==> config.mk <==
export PLATFORM = sky130hd
export DESIGN_NAME = noc_rr_arbiter
export DESIGN_NICKNAME = d
export VERILOG_FILES = /design/src/rtl/noc_pkg.sv /design/src/rtl/rr_pick.sv /design/src/rtl/noc_rr_arbiter.sv
export SDC_FILE = /design/constraint.sdc
export NUM_CORES = 1
export LEC_CHECK = 0
export CORE_ASPECT_RATIO = 1.4
export CORE_MARGIN = 5
export CORE_UTILIZATION = 30
export CTS_CLUSTER_SIZE = 8
export DETAILED_ROUTE_END_ITERATION = 10
export GPL_TIMING_DRIVEN = 0
export PLACE_DENSITY = 0.59
export RECOVER_POWER = 100
export SETUP_SLACK_MARGIN = 0.02
export SLEW_MARGIN = 0
export SYNTH_ARGS = -nofsm -noshare
export SYNTH_HDL_FRONTEND = slang
export SYNTH_SLANG_ARGS = --single-unit
==> constraint.sdc <==
create_clock -name clk -period 3.68 [get_ports clk]
set_clock_uncertainty 0.2 [all_clocks]
set_input_delay 0.736 -clock clk [delete_from_list [all_inputs] [get_ports clk]]
set_output_delay 0.736 -clock clk [all_outputs]
set_load 0.05 [all_outputs]
==> src/rtl/noc_pkg.sv <==
// noc_pkg: shared NoC packet layout and sizing, used by the arbiter and the PEs.
package noc_pkg;
    localparam int NUM_PORTS   = 4;
    localparam int PKT_W       = 8;
    localparam int SRC_W       = 2;
    localparam int SRC_MSB     = 7;
    localparam int SRC_LSB     = 6;
    localparam int DEST_MSB    = 5;
    localparam int DEST_LSB    = 4;
    localparam int PAYLOAD_MSB = 3;
    localparam int PAYLOAD_LSB = 0;

    typedef struct packed {
        logic [SRC_MSB-SRC_LSB:0]         src;
        logic [DEST_MSB-DEST_LSB:0]       dest;
        logic [PAYLOAD_MSB:PAYLOAD_LSB]   payload;
    } pkt_t;
endpackage

==> src/rtl/rr_pick.sv <==
// rr_pick: combinational rotating-priority picker; scans upward from last+1.
module rr_pick
    import noc_pkg::*;
(
    input  logic [NUM_PORTS-1:0] req,
    input  logic [SRC_W-1:0]     last,
    output logic [NUM_PORTS-1:0] grant,
    output logic [SRC_W-1:0]     idx,
    output logic                 any
);
    logic [SRC_W-1:0] p;

    always_comb begin
        grant = '0;
        idx   = last;
        any   = 1'b0;
        p     = last;
        // Offset NUM_PORTS wraps back to last itself, so it has lowest priority.
        for (int k = 1; k <= NUM_PORTS; k++) begin
            p = last + SRC_W'(k);
            if (!any && req[p]) begin
                any      = 1'b1;
                idx      = p;
                grant[p] = 1'b1;
            end
        end
    end
endmodule

==> src/rtl/noc_rr_arbiter.sv <==
// noc_rr_arbiter: round-robin N:1 packet arbiter into a shared FIFO with source check.
// Optional NOC_ARB_STATS_EN adds per-port good-grant counters (stat_sel/stat_count).
module noc_rr_arbiter #(
    parameter int NUM_PORTS = noc_pkg::NUM_PORTS,
    parameter int PKT_W     = noc_pkg::PKT_W
) (
    input  logic                       clk,
    input  logic                       rst_n,
    input  logic [NUM_PORTS-1:0]       req_valid,
    input  logic [NUM_PORTS*PKT_W-1:0] req_packet,
    output logic [NUM_PORTS-1:0]       req_ready,
    input  logic                       fifo_full,
    output logic                       fifo_wr_en,
    output logic [PKT_W-1:0]           fifo_packet,
    output logic                       src_err,
    output logic [7:0]                 err_count,
    output logic                       busy
`ifdef NOC_ARB_STATS_EN
    ,
    input  logic [1:0]                 stat_sel,
    output logic [7:0]                 stat_count
`endif
);
    logic                         out_valid;
    logic [PKT_W-1:0]             out_pkt;
    logic [noc_pkg::SRC_W-1:0]    last_grant, win_idx;
    logic [NUM_PORTS-1:0]         win;
    logic                         win_any, accept_ok, hs, src_ok;
    noc_pkg::pkt_t                win_pkt;

    rr_pick u_pick (
        .req   (req_valid),
        .last  (last_grant),
        .grant (win),
        .idx   (win_idx),
        .any   (win_any)
    );

    assign fifo_wr_en  = out_valid && !fifo_full;
    assign fifo_packet = out_pkt;
    assign accept_ok   = !out_valid || fifo_wr_en;
    assign req_ready   = accept_ok ? win : '0;
    assign hs          = win_any && accept_ok;
    assign win_pkt     = req_packet[win_idx*PKT_W +: PKT_W];
    assign src_ok      = win_pkt.src == win_idx;
    assign busy        = out_valid || |req_valid;

    always_ff @(posedge clk or negedge rst_n) begin
        if (!rst_n) begin
            out_valid  <= 1'b0;
            out_pkt    <= '0;
            last_grant <= '1;
            src_err    <= 1'b0;
            err_count  <= '0;
        end else begin
            if (hs) last_grant <= win_idx;
            src_err <= hs && !src_ok;
            if (hs && !src_ok && err_count != 8'hFF) err_count <= err_count + 8'd1;
            // A same-cycle good handshake reloads the buffer as it drains.
            if (hs && src_ok) begin
                out_valid <= 1'b1;
                out_pkt   <= win_pkt;
            end else if (fifo_wr_en) begin
                out_valid <= 1'b0;
            end
        end
    end

`ifdef NOC_ARB_STATS_EN
    logic [7:0] stat_cnt [NUM_PORTS];

    always_ff @(posedge clk or negedge rst_n) begin
        if (!rst_n) begin
            for (int i = 0; i < NUM_PORTS; i++) stat_cnt[i] <= '0;
        end else if (hs && src_ok && stat_cnt[win_idx] != 8'hFF) begin
            stat_cnt[win_idx] <= stat_cnt[win_idx] + 8'd1;
        end
    end

    assign stat_count = stat_cnt[stat_sel];
`endif
endmodule

==> results of run 1 <==
[stage by stage]
step	hold WS, ns	area [sq um]
floorplan	0.240	1680
detailed placement	0.297	2350
global placement	0.291	2350
finish	0.292	2420
CTS	0.320	2420
global route	0.312	2420
[layer usage]
layer,share of wire,GRT usage,wire length (um)
met5,0,0,0
met4,0.016,0.0384,74
met3,0.032,0.0247,153
met2,0.56,0.248,2640
met1,0.39,0.152,1850
[what timing repair did]
action | in CTS | in global routing
buffers inserted | 2 | 1
hold buffers | 0 | 0
endpoints found under the setup margin | 4 | 4
pin swaps | 5 | 5
resized for setup | 32 | 6
[final timing paths]
| kind | startpoint | end | slack, ns | cells past startpoint |
|---|---|---|---|---|
| max in group asynchronous | rst_n | src_err$_DFF_PN0_ | 1.83 | 1 |
| worst min register to register | fifo_packet[4]$_DFFE_PN0P_ | fifo_packet[4]$_DFFE_PN0P_ | 0.29 | 1 |
| min in group asynchronous | rst_n | fifo_packet[2]$_DFFE_PN0P_ | 0.86 | 1 |
| worst min-delay path | fifo_packet[4]$_DFFE_PN0P_ | fifo_packet[4]$_DFFE_PN0P_ | 0.29 | 1 |
| worst max-delay path | req_valid[3] | req_ready[1] | 0.11 | 9 |
| worst max register to register | last_grant[0]$_DFFE_PN1P_ | fifo_packet[7]$_DFFE_PN0P_ | 0.42 | 12 |
[report_power, final]
group | internal, mW | switching, mW | leakage, nW | total, mW
registers | 0.336 | 0.0769 | 0.235 | 0.413
clock network | 0.0773 | 0.0792 | 0.0228 | 0.157
logic | 0.716 | 1.15 | 0.706 | 1.87
total | 1.13 | 1.31 | 0.963 | 2.44
[worst reg2reg max path, stage by stage, from the launching register on]
cell	delay (ns)
dfstp_1	0.54
buf_6	0.11
inv_4	0.07
ha_4	0.26
buf_6	0.12
inv_1	0.05
a221o_1	0.40
o221ai_1	0.25
o21a_1	0.22
mux2i_4	0.09
nand2b_1	0.07
clkbuf_1	0.39
mux2_1	0.38
[cell families after synthesis]
family / Yosys count / synth area share
multiplexers: 20 / 0.154
AND/OR/NAND/NOR: 62 / 0.187
XOR/XNOR: 6 / 0.0316
flip-flops: 20 / 0.302
adder cells (fa/ha/maj): 9 / 0.0677
AO/OA/AOI/OAI: 48 / 0.205
buffers and inverters: 17 / 0.0534
[final cells by class]
type,count,area (sq um)
Fill cell,570,3030
Multi-Input combinational cell,145,1090
Timing Repair Buffer,62,607
Sequential cell,20,503
Tap cell,68,85.1
Buffer,12,67.6
Clock buffer,4,45.0
Inverter,4,17.5
[cell usage after synthesis, types with 4 or more instances]
| master | n |
|---|---|
| buf_2 | 5 |
| a21oi_1 | 14 |
| nor2_1 | 10 |
| nand2b_1 | 6 |
| and2_1 | 8 |
| a211oi_1 | 7 |
| xnor2_1 | 5 |
| o21ai_0 | 5 |
| mux2_4 | 8 |
| a222oi_1 | 4 |
| nand2_1 | 20 |
| ha_1 | 9 |
| dfrtp_1 | 18 |
| mux2i_1 | 9 |
[state kept, by name, indices dropped and copies added, names as in the netlist]
signal / cells
last_grant: 2
out_valid: 1
err_count: 8
src_err: 1
fifo_packet: 8
==> reports/qor.csv, run 1 <==
stage;metric;value;unit
status;status;complete, no violations;
sta;period_needed;3.57;ns
yosys;seq_area_frac_synth;0.302;
worst_setup_path;critPathCaptureType;output port;
routing;wl_per_cell;15.0;um
job;max_cap_viol_count;0;
placed_design;hpwl;3.67;mm
cells_and_area;layout_commonest_cell;clkdlybuf4s50_1;
sta;worst_slew_pin_slew;0.957;ns
cells_and_area;drive_gt1_frac;0.130;
floorplan;rows;32;
yosys;synth-main-ff-cell;dfrtp_1;
sta;slew_headroom;0.360;
worst_setup_path;cp.arrival;2.64;ns
yosys;ys_seq_elements;20;
cts;cts_buffers;3;
worst_setup_path;critPathBufInv;3;
global_route;grt_pass1_vias;1611;
worst_setup_path;crit_chain;clkdlybuf4s50_1 -> inv_1 -> or3_1 -> a21oi_1 -> a31oi_1 -> o21ai_2 -> nand2_1 -> a21oi_2 -> buf_4;
yosys;synth.avg_cell_area;9.14;sq um
routing;via_per_inst;5.12;
routing;vias;1613;
yosys;synth_top_area_frac;0.271;
cts;htree_levels;1;
yosys;ys_warn_count;0;
yosys;synth_edf_count;0;
power_and_ir_drop;worst_ir_drop_vdd;0.473;mV
global_route;grt_usage;0.134;
cts;clockBufferDepth;2;
global_route;grt_pass1_wl;7.65;mm
placed_design;portBuffers;59;
cells_and_area;layout_common_cells;35 x clkdlybuf4s50_1, 20 x dlygate4sd3_1, 19 x nand2_1, 18 x dfrtp_1, 10 x a21oi_1;
worst_setup_path;cp_max_fo;6;
global_route;antenna_found_initial;0;
worst_setup_path;cp_slowest_cell;clkdlybuf4s50_1;
routing;firstDrtPassIters;6;
cts;worstSkewPairLatency;0.26;ns
yosys;yosysTopAreaCell;dfrtp_1;
sta;worst_slack;0.105;ns
power_and_ir_drop;p_total;2.44;mW
worst_setup_path;worstPathRequired;2.74;ns
yosys;async_reset_ff_frac;1.00;
worst_setup_path;crit_type;in2out;
power_and_ir_drop;p_leak;0.963;nW
sta;hold_viol;0;
yosys;syn-num-nets;230;
cells_and_area;area_delta_synth_final;45.5;%
routing;routed_wl;4.72;mm
cells_and_area;antenna_cells;0;
sta;max_freq;0.280;GHz
placed_design;pre_cts_ws;-0.681;ns
sta;slew_violations;0;
cells_and_area;layoutNonFillerInstCount;315;
cells_and_area;finalNetCount;296;
cts;cts.sinks;20;
cts;clock-root-buffer;clkbuf_8;
floorplan;start_util;0.305;
global_route;overflow;0;
cts;cts.clk_slew.worst_paths;0.08;ns
routing;drc_errors;0;
routing;ant_nets;0;
floorplan;io_pins;62;
yosys;syn_inst;182;
worst_hold_path;hp-class;reg2reg;
placed_design;gp_congestion;0.846;
cts;cts_tree;built;
yosys;synth_area_leaders;dfrtp_1 27%, mux2_4 7.2%, ha_1 6.8%;
floorplan;fp.dieH;98.1;um
routing;drt_iter0_markers;69;
global_route;grt_start_max_net_pins;21;
yosys;netlist_area;0.00166;sq mm
floorplan;die_area;0.00715;sq mm
sta;fin_tns_setup;0;ns
floorplan;die_w;72.9;um
sta;rsz0062_at_grt;no;
power_and_ir_drop;pwr_density_cell;1010;mW/mm^2
worst_setup_path;cpLargestDelayFamily;buffers and inverters;
cells_and_area;final_core_utilization;0.444;
sta;finalCritPeriodShare;0.971;
floorplan;core_area;0.00545;sq mm
worst_setup_path;critPathMaxStageDelay;0.59;ns
yosys;synth_cell_types;47;
placed_design;dp_cells;309;
worst_setup_path;worstSetupStartpointType;primary input;
sta;finalSetupViolCount;0;
(Power assumes the default switching activity.)
==> run 2: changes to the inputs <==
- CELL_PAD_IN_SITES_DETAIL_PLACEMENT: unset -> 1
- CELL_PAD_IN_SITES_GLOBAL_PLACEMENT: unset -> 1
- PLACE_DENSITY: 0.59 -> 0.76
==> run 2 against run 1 <==
Power increased by 5.0%. Highest routed layer unchanged. Count of clock-buffer cells in the layout down 1. Largest cell class unchanged. Die area is the same. First-iteration DRC count down 30%.
==> reports/qor.csv, run 2 (synthesized netlist as in run 1, its figures left out) <==
stage;metric;value;unit
sta;finalSetupViolCount;0;
global_route;grt_pass1_vias;1824;
worst_setup_path;cp.arrival;2.64;ns
sta;slew_headroom;0.364;
job;max_cap_viol_count;0;
power_and_ir_drop;p_total;2.56;mW
cts;cts_tree;built;
placed_design;hpwl;4.14;mm
cells_and_area;layout_common_cells;34 x clkdlybuf4s50_1, 20 x dlygate4sd3_1, 19 x nand2_1, 18 x dfrtp_1, 10 x mux2i_1;
worst_setup_path;crit_chain;clkdlybuf4s50_1 -> buf_4 -> nor3b_1 -> o311a_1 -> a222oi_1 -> a21oi_2 -> buf_6;
cells_and_area;finalNetCount;301;
sta;period_needed;3.57;ns
worst_hold_path;hp-class;reg2reg;
global_route;grt_pass1_wl;8.60;mm
cells_and_area;antenna_cells;0;
sta;slew_violations;0;
worst_setup_path;crit_type;in2out;
routing;vias;1666;
worst_setup_path;critPathBufInv;3;
routing;drt_iter0_markers;48;
worst_setup_path;cp_slowest_cell;a222oi_1;
global_route;grt_usage;0.149;
worst_setup_path;cp_num_cells;7;
cells_and_area;layout_commonest_cell;clkdlybuf4s50_1;
power_and_ir_drop;pwr_density_cell;1030;mW/mm^2
power_and_ir_drop;p_leak;1.01;nW
worst_setup_path;cp_max_fo;10;
floorplan;core_area;0.00545;sq mm
placed_design;portBuffers;59;
worst_hold_path;hold-path-cell-count;1;
sta;rsz0062_at_grt;yes;
cts;clockBufferDepth;2;
routing;ant_nets;0;
floorplan;die_w;72.9;um
cts;clock-root-buffer;clkbuf_8;
status;status;complete, no violations;
sta;hold_viol;0;
floorplan;die_area;0.00715;sq mm
worst_setup_path;critPathCaptureType;output port;
sta;max_freq;0.280;GHz
routing;via_per_inst;5.21;
worst_setup_path;cpLargestDelayFamily;compound AO/OA/AOI/OAI gates;
floorplan;io_pins;62;
routing;drc_errors;0;
placed_design;gp_congestion;0.768;
routing;wl_per_cell;16.2;um
power_and_ir_drop;worst_ir_drop_vdd;0.503;mV
cells_and_area;area_delta_synth_final;48.7;%
global_route;grt_start_max_net_pins;21;
placed_design;pre_cts_ws;-0.719;ns
cts;cts.sinks;20;
global_route;antenna_found_initial;0;
cells_and_area;drive_gt1_frac;0.151;
worst_setup_path;worstRegToRegCells;12;
sta;finalCritPeriodShare;0.971;
cts;cts_buffers;3;
worst_setup_path;worstSetupStartpointType;primary input;
cts;worstSkewPairLatency;0.26;ns
floorplan;fp.dieH;98.1;um
cts;htree_levels;1;
routing;firstDrtPassIters;6;
sta;worst_slew_pin_slew;0.951;ns
floorplan;rows;32;
cts;cts.clk_slew.worst_paths;0.08;ns
worst_setup_path;critPathMaxStageDelay;0.45;ns
routing;routed_wl;5.19;mm
global_route;overflow;0;
cells_and_area;fillers;663;
floorplan;start_util;0.305;
worst_setup_path;worstPathRequired;2.74;ns
sta;worst_slack;0.108;ns
sta;finalHoldWorstSlack;0.300;ns
run 2: worst reg2reg max path, cell delays in order (launching register included):
cell and delay, ns:
dfstp_2 0.55, buf_6 0.12, inv_2 0.06, ha_4 0.26, buf_6 0.11, inv_1 0.05, a221o_1 0.40, o22a_1 0.24
o21a_1 0.21, mux2i_1 0.29, nand2b_1 0.09, clkbuf_1 0.25, mux2_1 0.38
run 2: timing repair:
action / in CTS / in global routing
resized for setup: 33 / 10
pin swaps: 5 / 5
hold buffers: 0 / 0
endpoints found under the hold margin: 0 / 0
buffers inserted: 4 / 3
endpoints found under the setup margin: 4 / 4
run 2: power by group:
group          internal [mW]  switching, mW
Clock                  0.145         0.0773
Combinational          0.735           1.18
Sequential             0.338         0.0851
Total                   1.22           1.34
run 2: layout make-up:
type                            instances  area (sq um)  area share
Sequential cell                        20           503       0.203
Multi-Input combinational cell        145          1070       0.435
Clock inverter                          1          30.0      0.0121
Tap cell                               68          85.1      0.0344
Inverter                                4          17.5     0.00709
Timing Repair Buffer                   66           639       0.259
Buffer                                 13          81.3      0.0329
Clock buffer                            3          41.3      0.0167
run 2: worst paths after layout:
kind                                             from                    endpoint  slack, ns
setup / recovery                         req_valid[0]                req_ready[3]       0.11
hold / removal             fifo_packet[3]$_DFFE_PN0P_  fifo_packet[3]$_DFFE_PN0P_       0.30
setup reg to reg            last_grant[1]$_DFFE_PN1P_  fifo_packet[5]$_DFFE_PN0P_       0.34
hold reg to reg            fifo_packet[3]$_DFFE_PN0P_  fifo_packet[3]$_DFFE_PN0P_       0.30
max in group asynchronous                       rst_n    err_count[2]$_DFFE_PN0P_       1.84
min in group asynchronous                       rst_n    err_count[0]$_DFFE_PN0P_       0.86
run 2: routing by layer:
metal | vias up | global-route usage | share of wire | routed length (um)
li1 | 807 | - | - | -
met1 | 807 | 0.161 | 0.37 | 1940
met2 | 42 | 0.281 | 0.56 | 2910
met3 | 10 | 0.0319 | 0.050 | 258
met4 | 0 | 0.0426 | 0.018 | 91
met5 | - | 0 | 0 | 0
run 2: stage by stage:
stage | cells | utilization | cell area, sq um | setup TNS, ns
after floorplan | 182 | - | 1680 | 0
after global placement | 309 | 0.432 | 2350 | -2.75
after detailed placement | 309 | 0.432 | 2350 | -2.81
after CTS | 317 | 0.454 | 2470 | 0
after global routing | 320 | 0.454 | 2470 | -0.00520
final | 320 | 0.454 | 2470 | 0
==> patch: new RTL, config.mk and constraints of run 2 <==
The package constant `SRC_W` goes from 2 to 4.
--- a/src/rtl/noc_pkg.sv
+++ b/src/rtl/noc_pkg.sv
@@ -4,3 +4,3 @@
     localparam int PKT_W       = 8;
-    localparam int SRC_W       = 2;
+    localparam int SRC_W       = 4;
     localparam int SRC_MSB     = 7;
Check against the original RTL: not equivalent (a bounded check fails within 4 cycles, from zero or initial values and one cycle with rst_n low).
==> patch against run 2 <==
  * Routed wire length increased by 14%
  * Synthesized cell count down 1.6%
  * Core utilization rose by 2.0 points
  * Sequential power grew 13%
  * Count of clock-buffer cells in the layout unchanged
  * Worst setup slack worse by 12 ps
  * Sequential cell count increased by 2
  * Clock power grew 4%
  * Synthesized area increased by 15%
  * Total power grew 32%
  * Register-to-register slack lost 200 ps
  * Final area up 19%
  * Global-route usage decreased by 0.58 points
  * Sequential share of layout area shrank 1.5 points
  * Critical path type is now register to output pin
  * Critical endpoint is now req_ready[1]
  * Largest cell class unchanged
==> patch: results (changes against run 2) <==
max incr delay on CP: 570 ps (was 450 ps)
R2R setup slack: 140 ps (was 340 ps)
Clock Tree Buf Depth: 2 (unchanged)
status: finished clean (unchanged)
crit path DAT: 2650 ps (was 2640 ps)
Critical Path Fanout Max: 5 (was 10)
Leakage: 1.176 nW (was 1.010 nW)
hpwl dp: 4445 um (was 4137 um)
Critical-path top delay cell: dfstp_2 (was a222oi_1)
actual slew at the worst max-slew pin: 1040 ps (was 951.2 ps)
highest ir drop seen on vdd: 573.7 uV (was 503.0 uV)
mean post-synth cell area: 10.71 um^2 (was 9.137 um^2)
DR WL/cell: 17.73 um (was 16.23 um)
Fin Hold WS: 302.0 ps (was 300.3 ps)
vias in the first global route: 1984 (was 1824)
worst flop-to-flop path startpoint: last_grant[0] (was last_grant[1])
cell total after placement: 311 (was 309)
pre-CTS WS: -1023 ps (was -719.1 ps)
clock root cell: clkbuf_8 (unchanged)
reg2reg end: fifo_packet[7] (was fifo_packet[5])
number of distinct library cells after synthesis: 48 (was 47)
sequential share of the synthesized area: 28.98% (was 30.25%)
vias: 1802 (was 1666)
Port Buf Inserts: 60 (was 59)
Antenna Cells: 0 (unchanged)
gr usage total: 14.33% (was 14.91%)
largest cells by area after synthesis: dfrtp_1 (23%), mux4_1 (8.2%), ha_1 (7.8%) (was dfrtp_1 (27%), mux2_4 (7.2%), ha_1 (6.8%))
Post-synth top cells: nand2_1 (19), dfrtp_1 (18), ha_1 (12) (was nand2_1 (20), dfrtp_1 (18), a21oi_1 (14))
HP Start: err_count[4] (was fifo_packet[3])
1st-pass router iterations: 4 (was 6)
Placer Congestion: 0.7835 (was 0.7676)
NumNets Final: 314 (was 301)
Iteration-0 DRC Markers: 51 (was 48)
first-pass GRT wire length: 9473 um (was 8597 um)
CP delay by family, top: simple AND/OR/NAND/NOR gates (was compound AO/OA/AOI/OAI gates)
Filler Cell Count: 689 (was 663)
WHS Endpoint: err_count[4] (was fifo_packet[3])
largest net degree at the start of global routing: 23 (was 21)
placed cell areas: 2653 um^2 (was 2354 um^2)
share of cells above drive strength 1: 30.15% (was 15.08%)
[patch: layer usage]
layer | track usage (%) | up-vias | routed length, um
met5 | 0 | - | 0
met4 | 5.528 | 0 | 146
met3 | 3.012 | 13 | 331
met2 | 28.13 | 60 | 3325
met1 | 14.18 | 884 | 2117
li1 | - | 845 | -
[patch: logic make-up after synthesis]
kind of cell	share of synthesized area, %
AOI/OAI and AO/OA	11.88
xor gates and xnor gates	6.462
adders and majority gates	7.833
buffers and inverters	3.329
DFF	28.98
muxes	22.72
and+or+nand+nor	18.80
[patch: worst max-delay path by stage]
stage	endpoint	cells past startpoint	slack, ps	startpoint
2_1_floorplan	req_ready[3]	9	80	last_grant[0]
3_3_place_gp	req_ready[3]	8	-1000	req_valid[2]
3_5_place_dp	req_ready[3]	8	-1020	req_valid[2]
4_1_cts	req_ready[1]	10	40	last_grant[1]
5_1_grt	req_ready[1]	7	-30	last_grant[0]
6_report	req_ready[1]	9	100	last_grant[0]
[patch: layout make-up]
cell class | count | area [um^2] | area share, %
Timing Repair Buffer | 81 | 757.0 | 25.71
Clock inverter | 1 | 30.03 | 1.020
Tap cell | 72 | 90.09 | 3.060
Buffer | 7 | 28.78 | 0.9775
Sequential cell | 22 | 555.5 | 18.87
Inverter | 6 | 30.03 | 1.020
Clock buffer | 3 | 41.29 | 1.402
Multi-Input combinational cell | 142 | 1411 | 47.94
[patch: what timing repair did]
| action | in CTS | in global routing |
|---|---|---|
| gates resized for setup | 40 | 12 |
| setup buffers | 14 | 7 |
| endpoints found under the hold margin | 0 | 0 |
| endpoints found under the setup margin | 22 | 10 |
| pin swaps | 7 | 8 |
[patch: report_power, final]
part	switching (mW)	internal, mW
sequential	0.0940	0.386
clock	0.0841	0.145
combinational	1.45	1.21
total	1.63	1.75
